File: src/rtl/subtractor_pkg.sv
// subtractor_pkg
// Shared definitions for the serial subtractor:
//   state_t      - FSM state encoding (IDLE, RUN, DONE)
//   digit_count  - number of DIGIT-wide digits in a WIDTH-bit operand
//   cnt_width    - digit counter width, clog2(N) with a minimum of 1
package subtractor_pkg;

    typedef enum logic [1:0] {
        ST_IDLE = 2'd0,
        ST_RUN  = 2'd1,
        ST_DONE = 2'd2
    } state_t;

    function automatic int digit_count(input int width, input int digit);
        return width / digit;
    endfunction

    function automatic int cnt_width(input int n);
        return (n <= 1) ? 1 : $clog2(n);
    endfunction

endpackage

File: src/rtl/ripple_subtractor.sv
// full_subtractor / ripple_subtractor
// One-bit full subtractor cell and a W-bit ripple chain built from it.
// ripple_subtractor ports:
//   a, b      - W-bit minuend / subtrahend
//   bin       - borrow into bit 0
//   diff      - W-bit difference a - b - bin
//   bout      - borrow out of bit W-1
//   b_msb_in  - borrow into bit W-1 (used for signed overflow)
module full_subtractor (
    input  logic a,
    input  logic b,
    input  logic bin,
    output logic d,
    output logic bout
);
    assign d    = a ^ b ^ bin;
    assign bout = (~a & b) | (~(a ^ b) & bin);
endmodule

module ripple_subtractor #(
    parameter int W = 8
) (
    input  logic [W-1:0] a,
    input  logic [W-1:0] b,
    input  logic         bin,
    output logic [W-1:0] diff,
    output logic         bout,
    output logic         b_msb_in
);
    // w_borrow[i] is the borrow into bit i; w_borrow[W] leaves the chain
    logic [W:0] w_borrow;

    assign w_borrow[0] = bin;

    for (genvar i = 0; i < W; i++) begin : g_cell
        full_subtractor u_fs (
            .a    (a[i]),
            .b    (b[i]),
            .bin  (w_borrow[i]),
            .d    (diff[i]),
            .bout (w_borrow[i+1])
        );
    end

    assign bout     = w_borrow[W];
    assign b_msb_in = w_borrow[W-1];
endmodule

File: src/rtl/serial_subtractor.sv
// serial_subtractor
// Multi-cycle A - B - Bin over WIDTH bits, DIGIT bits per clock, LSB digit
// first, with a start/done handshake and registered status flags.
// Ports:
//   clk, rst_n         - clock, synchronous active-low reset
//   start              - request, sampled only when not busy
//   A, B, Bin          - operands, captured on an accepted start
//   busy               - high while the digits are being processed
//   done               - one-cycle pulse, result valid
//   Diff, Bout         - result and borrow out of bit WIDTH-1
//   Zero, Ovf          - Diff == 0, signed two's-complement overflow
module serial_subtractor #(
    parameter int WIDTH = 32,
    parameter int DIGIT = 8
) (
    input  logic             clk,
    input  logic             rst_n,
    input  logic             start,
    input  logic [WIDTH-1:0] A,
    input  logic [WIDTH-1:0] B,
    input  logic             Bin,
    output logic             busy,
    output logic             done,
    output logic [WIDTH-1:0] Diff,
    output logic             Bout,
    output logic             Zero,
    output logic             Ovf
);
    import subtractor_pkg::*;

    if (WIDTH < 1 || DIGIT < 1 || DIGIT > WIDTH || (WIDTH % DIGIT) != 0) begin : g_bad_param
        $error("serial_subtractor: illegal WIDTH/DIGIT combination");
    end

    localparam int N  = digit_count(WIDTH, DIGIT);
    localparam int CW = cnt_width(N);

    state_t             r_state;
    state_t             w_next_state;
    logic [WIDTH-1:0]   r_a;
    logic [WIDTH-1:0]   r_b;
    logic               r_borrow;
    logic [CW-1:0]      r_cnt;
    logic [WIDTH-1:0]   r_work;
    logic [WIDTH-1:0]   r_diff;
    logic               r_bout;
    logic               r_zero;
    logic               r_ovf;

    logic               w_accept;
    logic               w_last;
    logic [DIGIT-1:0]   w_a_dig;
    logic [DIGIT-1:0]   w_b_dig;
    logic [DIGIT-1:0]   w_dig_diff;
    logic               w_dig_bout;
    logic               w_dig_msb_in;
    logic [WIDTH-1:0]   w_merged;
    logic               w_busy;
    logic               w_done;

    // A start is only honoured outside RUN; the DONE cycle accepts it too
    assign w_accept = start && (r_state != ST_RUN);
    assign w_last   = (r_cnt == CW'(N - 1));

    // Digit mux: select the operand digit addressed by the counter
    always_comb begin
        w_a_dig = '0;
        w_b_dig = '0;
        for (int k = 0; k < N; k++) begin
            if (r_cnt == CW'(k)) begin
                w_a_dig = r_a[k*DIGIT +: DIGIT];
                w_b_dig = r_b[k*DIGIT +: DIGIT];
            end
        end
    end

    ripple_subtractor #(.W(DIGIT)) u_ripple (
        .a        (w_a_dig),
        .b        (w_b_dig),
        .bin      (r_borrow),
        .diff     (w_dig_diff),
        .bout     (w_dig_bout),
        .b_msb_in (w_dig_msb_in)
    );

    // The top digit is never stored in r_work; it is merged straight into
    // the result on the completing edge.
    always_comb begin
        w_merged = r_work;
        w_merged[(N-1)*DIGIT +: DIGIT] = w_dig_diff;
    end

    // FSM: state register
    always_ff @(posedge clk) begin
        if (!rst_n) begin
            r_state <= ST_IDLE;
        end else begin
            r_state <= w_next_state;
        end
    end

    // FSM: next state
    always_comb begin
        w_next_state = r_state;
        unique case (r_state)
            ST_IDLE: if (start) w_next_state = ST_RUN;
            ST_RUN:  if (w_last) w_next_state = ST_DONE;
            ST_DONE: w_next_state = start ? ST_RUN : ST_IDLE;
            default: w_next_state = ST_IDLE;
        endcase
    end

    // FSM: outputs decoded from the state register
    always_comb begin
        w_busy = (r_state == ST_RUN);
        w_done = (r_state == ST_DONE);
    end

    // Datapath: operand capture, digit processing, result registers
    always_ff @(posedge clk) begin
        if (!rst_n) begin
            r_a      <= '0;
            r_b      <= '0;
            r_borrow <= 1'b0;
            r_cnt    <= '0;
            r_work   <= '0;
            r_diff   <= '0;
            r_bout   <= 1'b0;
            r_zero   <= 1'b0;
            r_ovf    <= 1'b0;
        end else if (w_accept) begin
            r_a      <= A;
            r_b      <= B;
            r_borrow <= Bin;
            r_cnt    <= '0;
        end else if (r_state == ST_RUN) begin
            r_borrow <= w_dig_bout;
            r_cnt    <= r_cnt + 1'b1;
            for (int k = 0; k < N - 1; k++) begin
                if (r_cnt == CW'(k)) begin
                    r_work[k*DIGIT +: DIGIT] <= w_dig_diff;
                end
            end
            if (w_last) begin
                r_diff <= w_merged;
                r_bout <= w_dig_bout;
                r_zero <= (w_merged == '0);
                r_ovf  <= w_dig_msb_in ^ w_dig_bout;
            end
        end
    end

    assign busy = w_busy;
    assign done = w_done;
    assign Diff = r_diff;
    assign Bout = r_bout;
    assign Zero = r_zero;
    assign Ovf  = r_ovf;

endmodule
File: config.mk
export PLATFORM = sky130hd
export DESIGN_NAME = serial_subtractor
export DESIGN_NICKNAME = d
export VERILOG_FILES = /design/src/rtl/subtractor_pkg.sv /design/src/rtl/ripple_subtractor.sv /design/src/rtl/serial_subtractor.sv
export SDC_FILE = /design/constraint.sdc
export NUM_CORES = 1
export LEC_CHECK = 0
export CELL_PAD_IN_SITES_DETAIL_PLACEMENT = 1
export CELL_PAD_IN_SITES_GLOBAL_PLACEMENT = 1
export CORE_MARGIN = 1.5
export CORE_UTILIZATION = 37
export DETAILED_ROUTE_END_ITERATION = 16
export GPL_TIMING_DRIVEN = 1
export PLACE_DENSITY_LB_ADDON = 0.1
export SLEW_MARGIN = 0
export SYNTH_ARGS = -nofsm -noshare
export SYNTH_HDL_FRONTEND = slang
export SYNTH_SLANG_ARGS = --single-unit
File: constraint.sdc
create_clock -name clk -period 5.9 [get_ports clk]
set_input_delay 1.77 -clock clk [delete_from_list [all_inputs] [get_ports clk]]
set_output_delay 1.77 -clock clk [all_outputs]
set_load 0.005 [all_outputs]
# Word-level counts from Yosys, hierarchy flattened
# Cells that the tools add are included.
# totals
ff_bits	128
output_inout_bits	37
wordCells	105
# op_classes
n_addsub	1
eq_ne	8
muxes	14
bitwise_logic	59
reduce_logical	11
# op_table
operator	count
$mux W8	8
$logic_not A32 Y1	1
$not A1 Y1	18
$xor A1 B1 Y1	17
$and A1 B1 Y1	16
$reduce_and A3 Y1	4
$or A1 B1 Y1	8
$eq A2 B2 Y1 const B	3
$pmux W2 S3	1
$eq A2 B1 Y1 const B	2
$logic_not A2 Y1	2
$mux W2	2
$ne A2 B1 Y1 const B	2
$mux W1	3
$add A2 B1 Y2 const B	1
$ne A2 B2 Y1 const B	1
$reduce_and A2 Y1	1
$reduce_bool A2 Y1	1
$reduce_or A2 Y1	1
$logic_and A1 B1 Y1	1

# Logic depth before layout (Yosys ltp)
# Gate-level depths: netlist of the first run.
# logic_depth
ltp_word	25
mapped_depth	19

# Modules after synthesis
# From an unflattened synthesis of the first run, not the netlist that was laid out.
# hier_totals
cells_unflattened	686
hier_area_um2	5944.5
# by_module_without_submodules
mod	n_inst	cells_each	area_per_inst_um2	seq_area_each_um2
serial_subtractor	1	654	5694.2	2562.5
full_subtractor	8	4	31.3	0.0

# Worst setup path before layout of the first run
# No wires, ideal clock.
# synth_timing
path_type	reg-to-reg
start	register r_cnt[1]
end	register r_zero, in the netlist Zero
t_arrival_ps	4530
required_time_ps	5779
slack_ps	1249
path_stages_with_launch	19
synth_period_minus_slack_ps	4651
path_cell_list	dfxtp_1 -> inv_1 -> ha_1 -> buf_6 -> buf_2 -> a221oi_1 -> o31ai_1 -> fa_1 -> inv_1 -> fa_1 -> fa_1 -> fa_1 -> fa_1 -> fa_1 -> fa_1 -> inv_1 -> fa_1 -> nand4_1 -> o41ai_2
# synth_via
elab_chain_cells	23
word_cells_on_any_way	65
cone_classes	eq/ne (3); mux (8); bitwise (51); reduce/logical (3)
# synth_rtl
item	line_no	rtl
start, declared	serial_subtractor.sv:43	logic [CW-1:0] r_cnt;
start signal, assigned	serial_subtractor.sv:138	r_cnt <= r_cnt + 1'b1;
$logic_not A2 Y1	serial_subtractor.sv:70	if (r_cnt == CW'(k)) begin
$mux W8 (4 in series)	serial_subtractor.sv:70	
$xor A1 B1 Y1	ripple_subtractor.sv:16, ripple_subtractor.sv:17	
$not A1 Y1	ripple_subtractor.sv:17	assign bout = (~a & b) | (~(a ^ b) & bin);
$and A1 B1 Y1	ripple_subtractor.sv:17	
$or A1 B1 Y1	ripple_subtractor.sv:17	
$and A1 B1 Y1	ripple_subtractor.sv:17	
$or A1 B1 Y1	ripple_subtractor.sv:17	
[4 not listed]	-	
$and A1 B1 Y1	ripple_subtractor.sv:17	
$or A1 B1 Y1	ripple_subtractor.sv:17	
$and A1 B1 Y1	ripple_subtractor.sv:17	
$or A1 B1 Y1	ripple_subtractor.sv:17	
$and A1 B1 Y1	ripple_subtractor.sv:17	
$or A1 B1 Y1	ripple_subtractor.sv:17	
$xor A1 B1 Y1	ripple_subtractor.sv:16	assign d = a ^ b ^ bin;
$logic_not A32 Y1	serial_subtractor.sv:147	r_zero <= (w_merged == '0);
end signal, assigned	serial_subtractor.sv:147	
end, declared	serial_subtractor.sv:47	logic r_zero;
# Several ways; a longest one is shown, not always the timed one.
# A chain may end at the register's enable or synchronous reset.

# Worst setup path in the final report of the first run
# layout_timing
start	register r_cnt[0]
end	register r_work[7]
# layout_via
elab_chain_cells	22
word_cells_on_any_way	57
cone_classes	eq/ne (3); mux (8); bitwise (44); reduce/logical (2)
# layout_rtl
item	line_no	rtl
$logic_not A2 Y1	serial_subtractor.sv:70, serial_subtractor.sv:140	
$mux W8 (4 in series)	serial_subtractor.sv:70	
$xor A1 B1 Y1	ripple_subtractor.sv:17	
$not A1 Y1	ripple_subtractor.sv:17	
$and A1 B1 Y1	ripple_subtractor.sv:17	
$or A1 B1 Y1	ripple_subtractor.sv:17	
$and A1 B1 Y1	ripple_subtractor.sv:17	
$or A1 B1 Y1	ripple_subtractor.sv:17	
[3 not listed]	-	
$or A1 B1 Y1	ripple_subtractor.sv:17	
$and A1 B1 Y1	ripple_subtractor.sv:17	
$or A1 B1 Y1	ripple_subtractor.sv:17	
$and A1 B1 Y1	ripple_subtractor.sv:17	
$or A1 B1 Y1	ripple_subtractor.sv:17	
$and A1 B1 Y1	ripple_subtractor.sv:17	
$or A1 B1 Y1	ripple_subtractor.sv:17	
$xor A1 B1 Y1	ripple_subtractor.sv:16	
end signal, assigned by index	serial_subtractor.sv:141	r_work[k*DIGIT +: DIGIT] <= w_dig_diff;
end, declared	serial_subtractor.sv:44	logic [WIDTH-1:0] r_work;
# Several ways; a longest one is shown, not always the timed one.

==> results of run 1 <==
-- area by class of cell --
type                    count  area, um^2  area share, %
repair buffers            112        1100           15.2
clock buffers              21         480           6.65
well taps                 188         235           3.26
clock inverters            10        85.1           1.18
flip-flops and latches    128        2560           35.5
multi-input cells         486        2730           37.8
inverters                   8        33.8          0.468
-- report_power, final --
part	switching [W]	internal [W]	total, W	leakage (nW)
clock	0.000383	0.000618	0.00100	0.285
combinational	0.000201	0.000141	0.000342	1.14
sequential	0.0000305	0.000904	0.000934	1.04
-- per-stage QoR --
| step | hold slack (ps) | util, % | std cells | setup slack (ps) | cell area (um^2) |
|---|---|---|---|---|---|
| 3_3_place_gp | 443 | 44.1 | 922 | 779 | 6660 |
| 5_1_grt | 481 | 47.9 | 953 | 163 | 7220 |
| 4_1_cts | 454 | 47.9 | 953 | 499 | 7220 |
| 2_1_floorplan | 444 | - | 687 | 1250 | 5690 |
| 6_report | 454 | 47.9 | 953 | 474 | 7220 |
| 3_5_place_dp | 449 | 44.1 | 922 | 528 | 6660 |
-- Yosys cell counts, drive strengths merged (2+ instances only) --
library cell,n,area (um^2)
dfxtp,128,2560
nand2,119,449
a21oi,115,576
nand3,66,330
o21ai,64,388
buf,41,282
nor2b,33,206
clkbuf,24,90.1
a221oi,16,140
nor2,11,41.3
a211oi,9,67.6
fa,8,160
inv,8,32.5
o31a,8,70.1
o31ai,8,60.1
nor4,7,43.8
and3b,4,35.0
ha,4,50.1
nand3b,4,30.0
nand4,2,12.5
-- registers in the layout, indices dropped and copies added, names as in the netlist --
signal / flops
Diff: 32
r_a: 32
r_b: 32
r_work: 24
r_cnt: 2
r_state: 2
Bout: 1
Ovf: 1
Zero: 1
r_borrow: 1
-- tightest hold or removal path, cell delays in order, from the launching register on --
cell and delay, ps:
dfxtp_1 300, nand2_1 50, a21oi_1 50
-- logic make-up (layout without fill, tap and decap cells) --
family	count (synthesis)	count (layout)
AO/OA/AOI/OAI	223	223
XOR/XNOR	1	1
adder cells (fa/ha/maj)	12	12
buffers and inverters	73	151
flip-flops	128	128
multiplexers	1	1
AND/OR/NAND/NOR	249	249
-- path summary, 6_finish.rpt --
kind	startpoint	end	cells past startpoint
worst max-delay path	r_cnt[0]$_SDFFE_PP0P_	r_work[7]$_SDFFE_PN0P_	15
worst min-delay path	Diff[10]$_SDFFE_PN0P_	Diff[10]$_SDFFE_PN0P_	2
worst max register to register	r_cnt[0]$_SDFFE_PP0P_	r_work[7]$_SDFFE_PN0P_	15
worst min register to register	Diff[10]$_SDFFE_PN0P_	Diff[10]$_SDFFE_PN0P_	2
-- layer usage --
| metal | routed length (um) | vias to the layer above |
|---|---|---|
| li1 | - | 2530 |
| met1 | 7320 | 2506 |
| met2 | 8320 | 99 |
| met3 | 582 | 21 |
| met4 | 257 | 0 |
| met5 | 0 | - |
==> flow_metrics.env, run 1 <==
export IMPL_synth_cell_types=37
export IMPL_syn_avg_cell_area_um2=8.29
export IMPL_cts_setup_buffers=0
export IMPL_ant_nets=0
export IMPL_fin_crit_sh_pct=92.0
export IMPL_crit_path_frequent_cell="fa_1"
export IMPL_setup_viol=0
export IMPL_cts_inserted_buffers=17
export IMPL_max_stage_delay_ps=840
export IMPL_cts_tree="built"
export IMPL_dr_pass1_iters=4
export IMPL_grt_pass1_wl_um=27000
export IMPL_p_leak_nw=2.47
export IMPL_p_per_area_nw_per_um2=315
export IMPL_dieArea_um2=16100
export IMPL_critPathCaptureType="flop"
export IMPL_area_delta_synth_final_pct=26.9
export IMPL_ys_ff_latch=128
export IMPL_yosys_area_share_simple_pct=20.5
export IMPL_worst_endpoint_arrival_ps=5740
export IMPL_io_pins=105
export IMPL_initial_utilization_pct=37.7
export IMPL_ff2ff_setup_slack_ps=470
export IMPL_critPathBufInv=3
export IMPL_period_minus_slack_ps=5430
export IMPL_synthMuxAreaShare_pct=0.176
export IMPL_path_class="flop to flop"
export IMPL_holdBufCountCts=0
export IMPL_root_buffer="clkbuf_16"
export IMPL_track_usage_pct=21.1
export IMPL_synth_compound_area_share_pct=23.4
export IMPL_chipHeight_um=127
export IMPL_synth_top_family_by_area="compound AO/OA/AOI/OAI gates"
export IMPL_cp_slowest_cell="ha_1"
export IMPL_core_area_um2=15100
export IMPL_cpLargestDelayFamily="adder cells"
export IMPL_start_kind="flop"
export IMPL_via_count=5156
export IMPL_synth_xor_area_share_pct=0.154
export IMPL_cp_cell_sequence="inv_1, ha_1, a221oi_1, o31ai_1, fa_1, inv_1, fa_1, fa_1, fa_1, fa_1, fa_1, fa_1, inv_1, fa_1, a211oi_1"
export IMPL_mostFrequentLayoutCells="dfxtp_1, nand2_1, a21oi_1"
export IMPL_nFillCells=1804
export IMPL_final_common_cell="dfxtp_1"
export IMPL_hold_violations=0
export IMPL_top_usage_layer="met2"
export IMPL_via_per_inst=5.41
export IMPL_yosysWarnings=0
export IMPL_nets=833
export IMPL_clkLatencyLatePin_ps=420
export IMPL_synth_edf_count=0
export IMPL_rsz0062_at_grt="false"
export IMPL_htree_levels=4
export IMPL_use_met3_pct=3.89
export IMPL_grt_pass1_vias=5231
export IMPL_antenna_found_initial=0
export IMPL_maxCapViolCount=0
export IMPL_grt_start_max_net_pins=74
export IMPL_rows=45
export IMPL_p_total_w=0.00228
export IMPL_gr_usage_met1_pct=26.1
export IMPL_slew_violations=0
export IMPL_drt_iter0_markers=264
export IMPL_num_antenna_cells=0
export IMPL_drive_gt1_share_pct=8.37
export IMPL_slew_headroom_pct=17.9
export IMPL_syn_inst=687
export IMPL_status="finished, final reports clean"
export IMPL_cts_buffer_depth=2
export IMPL_use_met2_pct=37.0
export IMPL_worstPathMaxFanout=34
export IMPL_async_flop_share_pct=0
export IMPL_drcViolationCount=0
export IMPL_synth_fa_ha_area_share_pct=3.69
export IMPL_syn_num_nets=767
export IMPL_cts_resized=0
export IMPL_worst_pin_slew_ps=1230
export IMPL_drt_wl_total_um=16500
export IMPL_fin_worst_skew_ps=5.01
export IMPL_fmax_ghz=0.184
export IMPL_clk_pin_slew_worst_paths_ps=60
export IMPL_wl_per_cell_um=17.3
export IMPL_clock_sinks=128
export IMPL_place_congestion=0.792
export IMPL_finalSetupTns_ps=0
export IMPL_synth_main_ff_cell="dfxtp_1"
export IMPL_port_buffers=104
export IMPL_vdd_drop_max_v=0.000212
export IMPL_syn_area_um2=5690
export IMPL_die_x_um=127
export IMPL_cp_required_ps=6210
export IMPL_hpwl_um=11400
export IMPL_synth_yosys_seq_area_share_pct=45.0
export IMPL_hold_class="flop to flop"
export IMPL_grt_overflow_total=0
No activity file was read; power rests on OpenSTA's default activity.
==> run 2: changes to the inputs <==
--- a/config.mk
+++ b/config.mk
@@ -12,7 +12,7 @@
 export DETAILED_ROUTE_END_ITERATION = 16
 export GPL_TIMING_DRIVEN = 1
 export PLACE_DENSITY_LB_ADDON = 0.1
-export SLEW_MARGIN = 0
+export SETUP_SLACK_MARGIN = 0.02
 export SYNTH_ARGS = -nofsm -noshare
 export SYNTH_HDL_FRONTEND = slang
 export SYNTH_SLANG_ARGS = --single-unit
==> results of run 2 <==
Same layout as run 1: the final DEF is identical, and so are final timing and power.
==> run 3: changes to the inputs <==
--- a/config.mk
+++ b/config.mk
@@ -10,7 +10,9 @@
 export CORE_MARGIN = 1.5
 export CORE_UTILIZATION = 37
 export DETAILED_ROUTE_END_ITERATION = 16
+export GPL_ROUTABILITY_DRIVEN = 0
 export GPL_TIMING_DRIVEN = 1
+export HOLD_SLACK_MARGIN = 0.15
 export PLACE_DENSITY_LB_ADDON = 0.1
 export SETUP_SLACK_MARGIN = 0.02
 export SYNTH_ARGS = -nofsm -noshare
==> results of run 3 <==
Same layout as run 1: the final DEF is identical, and so are final timing and power.
